--- src/rtl/rat_io_periph.sv ---
`default_nettype none
// ============================================================================
// Module   : rat_io_periph
// Brief    : Port-mapped I/O responder for the RAT MCU bus: LED register,
//            synchronized switches, 16-bit interval timer, interrupt flag.
// Revision : 1.0 - initial release
// ============================================================================
module rat_io_periph #(
    parameter logic [7:0] PORT_SW       = 8'h20,
    parameter logic [7:0] PORT_LED      = 8'h40,
    parameter logic [7:0] PORT_TMR_LO   = 8'h41,
    parameter logic [7:0] PORT_TMR_HI   = 8'h42,
    parameter logic [7:0] PORT_TMR_CTRL = 8'h43,
    parameter logic [7:0] PORT_STATUS   = 8'h44
) (
    input  logic       CLK,
    input  logic       RESET,
    input  logic [7:0] PORT_ID,
    input  logic [7:0] OUT_PORT,
    input  logic       IO_STRB,
    output logic [7:0] IN_PORT,
    output logic       INTR,
    input  logic [7:0] SWITCHES,
    output logic [7:0] LEDS
);

    logic [7:0]  r_leds_q,     w_leds_d;
    logic        r_en_q,       w_en_d;
    logic        r_auto_q,     w_auto_d;
    logic        r_irq_en_q,   w_irq_en_d;
    logic [15:0] r_reload_q,   w_reload_d;
    logic [15:0] r_count_q,    w_count_d;
    logic [15:0] r_snapshot_q, w_snapshot_d;
    logic        r_pending_q,  w_pending_d;
    logic [7:0]  r_sync1_q,    w_sync1_d;
    logic [7:0]  r_sync2_q,    w_sync2_d;

    logic w_ctrl_wr;
    logic w_start;
    logic w_expire;
    logic w_unused_ok;

    // CTRL bits [5:4] carry no function
    assign w_unused_ok = &{1'b0, OUT_PORT[5:4]};

    assign w_ctrl_wr = IO_STRB && (PORT_ID == PORT_TMR_CTRL);
    assign w_start   = w_ctrl_wr && OUT_PORT[0] && (!r_en_q || OUT_PORT[3]);
    assign w_expire  = r_en_q && !w_start && (r_count_q == 16'd0);

    always_comb begin
        w_leds_d     = r_leds_q;
        w_en_d       = r_en_q;
        w_auto_d     = r_auto_q;
        w_irq_en_d   = r_irq_en_q;
        w_reload_d   = r_reload_q;
        w_count_d    = r_count_q;
        w_snapshot_d = r_snapshot_q;
        w_pending_d  = r_pending_q;
        w_sync1_d    = SWITCHES;
        w_sync2_d    = r_sync1_q;

        if (IO_STRB) begin
            case (PORT_ID)
                PORT_LED:    w_leds_d          = OUT_PORT;
                PORT_TMR_LO: w_reload_d[7:0]   = OUT_PORT;
                PORT_TMR_HI: w_reload_d[15:8]  = OUT_PORT;
                default:     ;
            endcase
        end

        // A start load takes precedence over decrement and expiry
        if (w_start) begin
            w_count_d = r_reload_q;
        end else if (r_en_q) begin
            if (r_count_q != 16'd0) begin
                w_count_d = r_count_q - 16'd1;
            end else if (r_auto_q) begin
                w_count_d = r_reload_q;
            end else begin
                w_en_d = 1'b0;
            end
        end

        if (w_ctrl_wr) begin
            w_en_d     = OUT_PORT[0];
            w_auto_d   = OUT_PORT[1];
            w_irq_en_d = OUT_PORT[2];
            if (OUT_PORT[6]) begin
                w_snapshot_d = r_count_q;
            end
            if (OUT_PORT[7]) begin
                w_pending_d = 1'b0;
            end
        end

        // Expiry in the same cycle as an acknowledge keeps the flag set
        if (w_expire) begin
            w_pending_d = 1'b1;
        end
    end

    always_ff @(posedge CLK or posedge RESET) begin
        if (RESET) begin
            r_leds_q     <= 8'h00;
            r_en_q       <= 1'b0;
            r_auto_q     <= 1'b0;
            r_irq_en_q   <= 1'b0;
            r_reload_q   <= 16'h0000;
            r_count_q    <= 16'h0000;
            r_snapshot_q <= 16'h0000;
            r_pending_q  <= 1'b0;
            r_sync1_q    <= 8'h00;
            r_sync2_q    <= 8'h00;
        end else begin
            r_leds_q     <= w_leds_d;
            r_en_q       <= w_en_d;
            r_auto_q     <= w_auto_d;
            r_irq_en_q   <= w_irq_en_d;
            r_reload_q   <= w_reload_d;
            r_count_q    <= w_count_d;
            r_snapshot_q <= w_snapshot_d;
            r_pending_q  <= w_pending_d;
            r_sync1_q    <= w_sync1_d;
            r_sync2_q    <= w_sync2_d;
        end
    end

    always_comb begin
        IN_PORT = 8'h00;
        case (PORT_ID)
            PORT_SW:       IN_PORT = r_sync2_q;
            PORT_LED:      IN_PORT = r_leds_q;
            PORT_TMR_LO:   IN_PORT = r_snapshot_q[7:0];
            PORT_TMR_HI:   IN_PORT = r_snapshot_q[15:8];
            PORT_TMR_CTRL: IN_PORT = {5'b00000, r_irq_en_q, r_auto_q, r_en_q};
            PORT_STATUS:   IN_PORT = {6'b000000, r_en_q, r_pending_q};
            default:       IN_PORT = 8'h00;
        endcase
    end

    assign INTR = r_pending_q & r_irq_en_q;
    assign LEDS = r_leds_q;

endmodule
`default_nettype wire

--- config.mk ---
export PLATFORM = sky130hd
export DESIGN_NAME = rat_io_periph
export DESIGN_NICKNAME = d
export VERILOG_FILES = /design/src/rtl/rat_io_periph.sv
export SDC_FILE = /design/constraint.sdc
export NUM_CORES = 1
export LEC_CHECK = 0
export ABC_AREA = 1
export BUFFER_PORTS_ARGS = -buffer_cell sky130_fd_sc_hd__buf_2
export CAP_MARGIN = 40
export CORE_UTILIZATION = 53
export DETAILED_ROUTE_END_ITERATION = 12
export GPL_ROUTABILITY_DRIVEN = 0
export PLACE_DENSITY = 0.86
export SLEW_MARGIN = 15
export SYNTH_ARGS = -nofsm -noshare
export SYNTH_HDL_FRONTEND = slang
export SYNTH_SLANG_ARGS = --single-unit
--- constraint.sdc ---
create_clock -name CLK -period 1.88 [get_ports CLK]
set_input_delay 0.094 -clock CLK [delete_from_list [all_inputs] [get_ports CLK]]
set_output_delay 0.094 -clock CLK [all_outputs]
set_load 0.02 [all_outputs]
[After elaboration in Yosys (flattened, before gate mapping)]
Cells that the tools add are included.
Storage, ports and cells
  register bits after elaboration: 76
  input bits: 27
  output and inout bits: 17
  word-level logic and storage cells: 53
Operators by class
  $add $sub $neg: 1
  eq/ne operators: 7
  muxes and demuxes: 13
  bitwise logic cells: 1
  reductions and logical operators: 20
Operators with widths (number)
  $mux 16: 4
  $pmux 8 s6: 1
  $eq 8x7->1 const B: 5
  $logic_not 16->1: 1
  $reduce_bool 16->1: 1
  $sub 16x1->16 const B: 1
  $reduce_and 2->1: 6
  $eq 8x6->1 const B: 1
  $mux 1: 8
  $reduce_bool 2->1: 3
  $logic_and 1x1->1: 5
  $reduce_bool 3->1: 1
  $logic_not 1->1: 2
  $ne 2x2->1 const B: 1
  $and 1x1->1: 1
  $logic_or 1x1->1: 1

[Depth between registers and ports, before layout]
  depth after elaboration: 9
  gate-level depth with buffers: 11
  gate-level depth less buffers: 11

[Worst setup path after synthesis]
Ideal clock, no wire load.
  path kind: register -> register
  from: reg r_count_q[0]
  to: reg r_count_q[12]
  library setup time: 117 ps
  data arrival time: 1415 ps
  required time: 1763 ps
  setup slack: 348 ps
  stages on the path, launching flop included: 11
  path buffers: 1
  period minus slack after synthesis: 1532 ps
  path through: dfrtp_1 -> inv_1 -> ha_1 -> nand2_1 -> nor2_1 -> nand3_4 -> nand2_8 -> buf_12 -> nand2_1 -> nand3_1 -> nand2_1
On the way
  cells in the longest elaborated chain, start to end: 4
  elaborated cells between the ends (all ways): 7
  classes of those cells: add/sub: 1; mux: 3; reduce/logical: 3
Ends and longest elaborated chain
  start, declared: RTL line 32  | logic [15:0] r_count_q, w_count_d;
  start signal, assigned: RTL line 120  | r_count_q <= w_count_d;
  $sub 16x1->16 or $reduce_bool 16->1 (tied branches): RTL line 76, 75
  $mux 16: RTL line 75  | if (r_count_q != 16'd0) begin
  $mux 16: RTL line 74  | end else if (r_en_q) begin
  $mux 16: RTL line 72  | if (w_start) begin
Several ways; a longest one is shown, not always the timed one. The select of a mux whose other input is x is not followed.
A chain may end at the register's enable or synchronous reset.

[Worst setup path after layout]
  from: reg r_count_q[1]
  to: reg r_count_q[3]
The elaborated chain is that of the path after synthesis.

==> results.sh <==
export IMPL_fin_skew_ps=10.14
export IMPL_p_leak_nw=2.257
export IMPL_num_antenna_cells=0
export IMPL_yosysTopAreaCell="dfrtp_1"
export IMPL_vias_per_cell=5.452
export IMPL_io_pins=44
export IMPL_crit_type="reg -> reg"
export IMPL_path_clk_slew_ps=80
export IMPL_start_util_pct=55.89
export IMPL_hold_slack_ps=20.61
export IMPL_drc_errors=0
export IMPL_drtIter0Drc=481
export IMPL_rsz0062_at_grt="true"
export IMPL_fp_dieW_um=87.34
export IMPL_critPathRequiredTime_ps=2130
export IMPL_layout_nets=579
export IMPL_die_h_um=87.34
export IMPL_max_slew_margin_pct=63.05
export IMPL_area_growth_pct=16.47
export IMPL_final_common_cell="nand2_1"
export IMPL_port_buffer_count=43
export IMPL_final_cells=651
export IMPL_cts_sinks=76
export IMPL_hold_path_class="in -> reg"
export IMPL_finalCritPeriodShare_pct=95.55
export IMPL_via_count=3549
export IMPL_grt_util_all_layers_pct=28.45
export IMPL_ant_nets=0
export IMPL_routedWlPerCell_um=15.06
export IMPL_tns_ps=0
export IMPL_dieArea_um2=7628
export IMPL_synth_top_area_share_pct=49.27
export IMPL_synth_nets=514
export IMPL_netlist_area_um2=3860
export IMPL_path_max_fanout=4
export IMPL_final_cell_mix="nand2_1 (169), dfrtp_1 (76), inv_1 (61)"
export IMPL_grt_pass1_vias=3296
export IMPL_design_area_um2=4496
export IMPL_grt_pass1_wl_mm=16.03
export IMPL_antenna_found_initial=0
export IMPL_clk_latency_ps=360
export IMPL_irDropWorstVdd_mv=0.7887
export IMPL_cp_end_kind="flip-flop"
export IMPL_synth_cells=485
export IMPL_core_um2=6907
export IMPL_ctsHtreeMaxLevel=3
export IMPL_avgSynthCellArea_um2=7.959
export IMPL_fill_cells=582
export IMPL_seq_area_frac_synth_pct=49.27
export IMPL_timing_fmax_ghz=0.5567
export IMPL_clockBufferDepth=2
export IMPL_worst_slew_pin_slew_ps=552.2
export IMPL_synth_seq_cells=76
export IMPL_synth_distinct_cells=30
export IMPL_cts_tree="built"
export IMPL_max_cap_violations=0
export IMPL_firstDrtPassIters=6
export IMPL_setup_viol=0
export IMPL_final_layout_size_suffix_gt1_share_pct=17.48
export IMPL_p_per_area_nw_per_um2=1061
export IMPL_wl_mm=9.807
export IMPL_placed_cells=619
export IMPL_overflow=0
export IMPL_dpl_hpwl_mm=6.885
export IMPL_critPathLaunchType="flip-flop"
export IMPL_period_minus_slack_ps=1796
export IMPL_grt_max_degree=33
export IMPL_final_max_slew_viol_count=0
export IMPL_final_hold_viol_count=0
export IMPL_dpl_cell_area_um2=4148
export IMPL_cts_buffers=9
export IMPL_yosys_warnings=0
export IMPL_num_rows=30
export IMPL_cts_root_buf="clkbuf_8"
export IMPL_cp_arrival_ps=2050
export IMPL_status="finished clean"
export IMPL_synthTopCellsByArea="dfrtp_1 (49%), nand2_1 (16%), inv_1 (6.0%)"
-- cells in the mapped netlist --
| cell | number |
|---|---|
| buf_2 | 5 |
| nand3_4 | 1 |
| nand2_1 | 169 |
| a21oi_1 | 4 |
| inv_2 | 4 |
| inv_1 | 62 |
| nand2_2 | 6 |
| o21ai_0 | 31 |
| nor2_2 | 5 |
| nand3_2 | 2 |
| o21ai_1 | 16 |
| o21a_1 | 3 |
| xor2_1 | 5 |
| nand3b_1 | 2 |
| nor2_1 | 28 |
| o2111ai_1 | 5 |
| nand2_4 | 1 |
| nor3_1 | 2 |
| ha_1 | 2 |
| inv_4 | 1 |
| nor2_4 | 2 |
| nand3_1 | 30 |
| nor2_8 | 1 |
| buf_6 | 5 |
| nand4_4 | 1 |
| nand2_8 | 1 |
| buf_12 | 1 |
| buf_8 | 1 |
| dfrtp_1 | 76 |
| nand4_1 | 13 |
-- power by group --
part | total, W | switching [W] | internal (W)
Combinational | 0.00141 | 0.000950 | 0.000460
Clock | 0.00125 | 0.000640 | 0.000613
Sequential | 0.00210 | 0.000234 | 0.00187
Total | 0.00477 | 0.00182 | 0.00294
-- layout make-up --
class	instances	area, um2	area share [%]
clock inverters	6	65.06	1.447
multi-input cells	330	1593	35.43
well taps	96	120.1	2.672
flip-flops and latches	76	1902	42.30
clock buffers	10	127.6	2.839
repair buffers	66	430.4	9.574
inverters	67	257.7	5.733
-- kinds of logic after synthesis --
| kind of cell | synth area share, % |
|---|---|
| AO/OA/AOI/OAI | 8.331 |
| XOR/XNOR | 1.134 |
| adder cells (fa/ha/maj) | 0.6482 |
| AND/OR/NAND/NOR | 31.02 |
| buffers and inverters | 9.594 |
| flip-flops | 49.27 |
-- per-layer routing --
metal  wire (um)  GRT usage (%)
met5           0              0
met4         276          12.07
met3         727          6.445
met2        4636          45.10
met1        4167          37.75
-- worst paths after layout --
check                           cells after the start  slack, ps                          end                      from
max in group asynchronous                           4       1020  r_snapshot_q[5]$_DFFE_PP0P_                     RESET
worst max register to register                     11         80     r_count_q[3]$_DFFE_PP0P_  r_count_q[1]$_DFFE_PP0P_
worst min-delay path                                3         20    r_reload_q[6]$_DFFE_PP0P_               OUT_PORT[6]
min in group asynchronous                           3        280  r_snapshot_q[1]$_DFFE_PP0P_                     RESET
worst max-delay path                               11         80     r_count_q[3]$_DFFE_PP0P_  r_count_q[1]$_DFFE_PP0P_
worst min register to register                      0        350       r_sync2_q[5]$_DFF_PP0_    r_sync1_q[5]$_DFF_PP0_
-- stage by stage --
stage               total power (W)  worst slack (ps)  util [%]
CTS                        0.004688             93.76     64.58
detailed placement         0.003444             130.4     60.05
floorplan                  0.003003             348.0         -
global placement           0.003371             195.8     60.05
finish                     0.004768             83.60     65.09
global route               0.005040            -41.55     65.09
-- registers in the layout (all words and copies together) (netlist names), 8 cells and up --
name,flops
r_count_q,16
r_reload_q,16
r_snapshot_q,16
LEDS,8
r_sync1_q,8
r_sync2_q,8
-- worst max-delay path, cell delays in order (launching register included) --
cell,delay [ps]
dfrtp_1,410
inv_1,140
ha_1,240
nand2_1,80
nor2_2,240
nand2_1,130
nand2_1,90
nand2_1,70
nand2_1,70
nand2_1,90
nand2_1,70
nand2_1,50
-- timing repair --
item | CTS | global route
endpoints found under the setup margin | 0 | 12
hold endpoints to repair | 24 | 0
resized for setup | 0 | 2
hold buffers | 12 | 0
setup buffers | 0 | 4
Power figures use the tool's default switching activity.
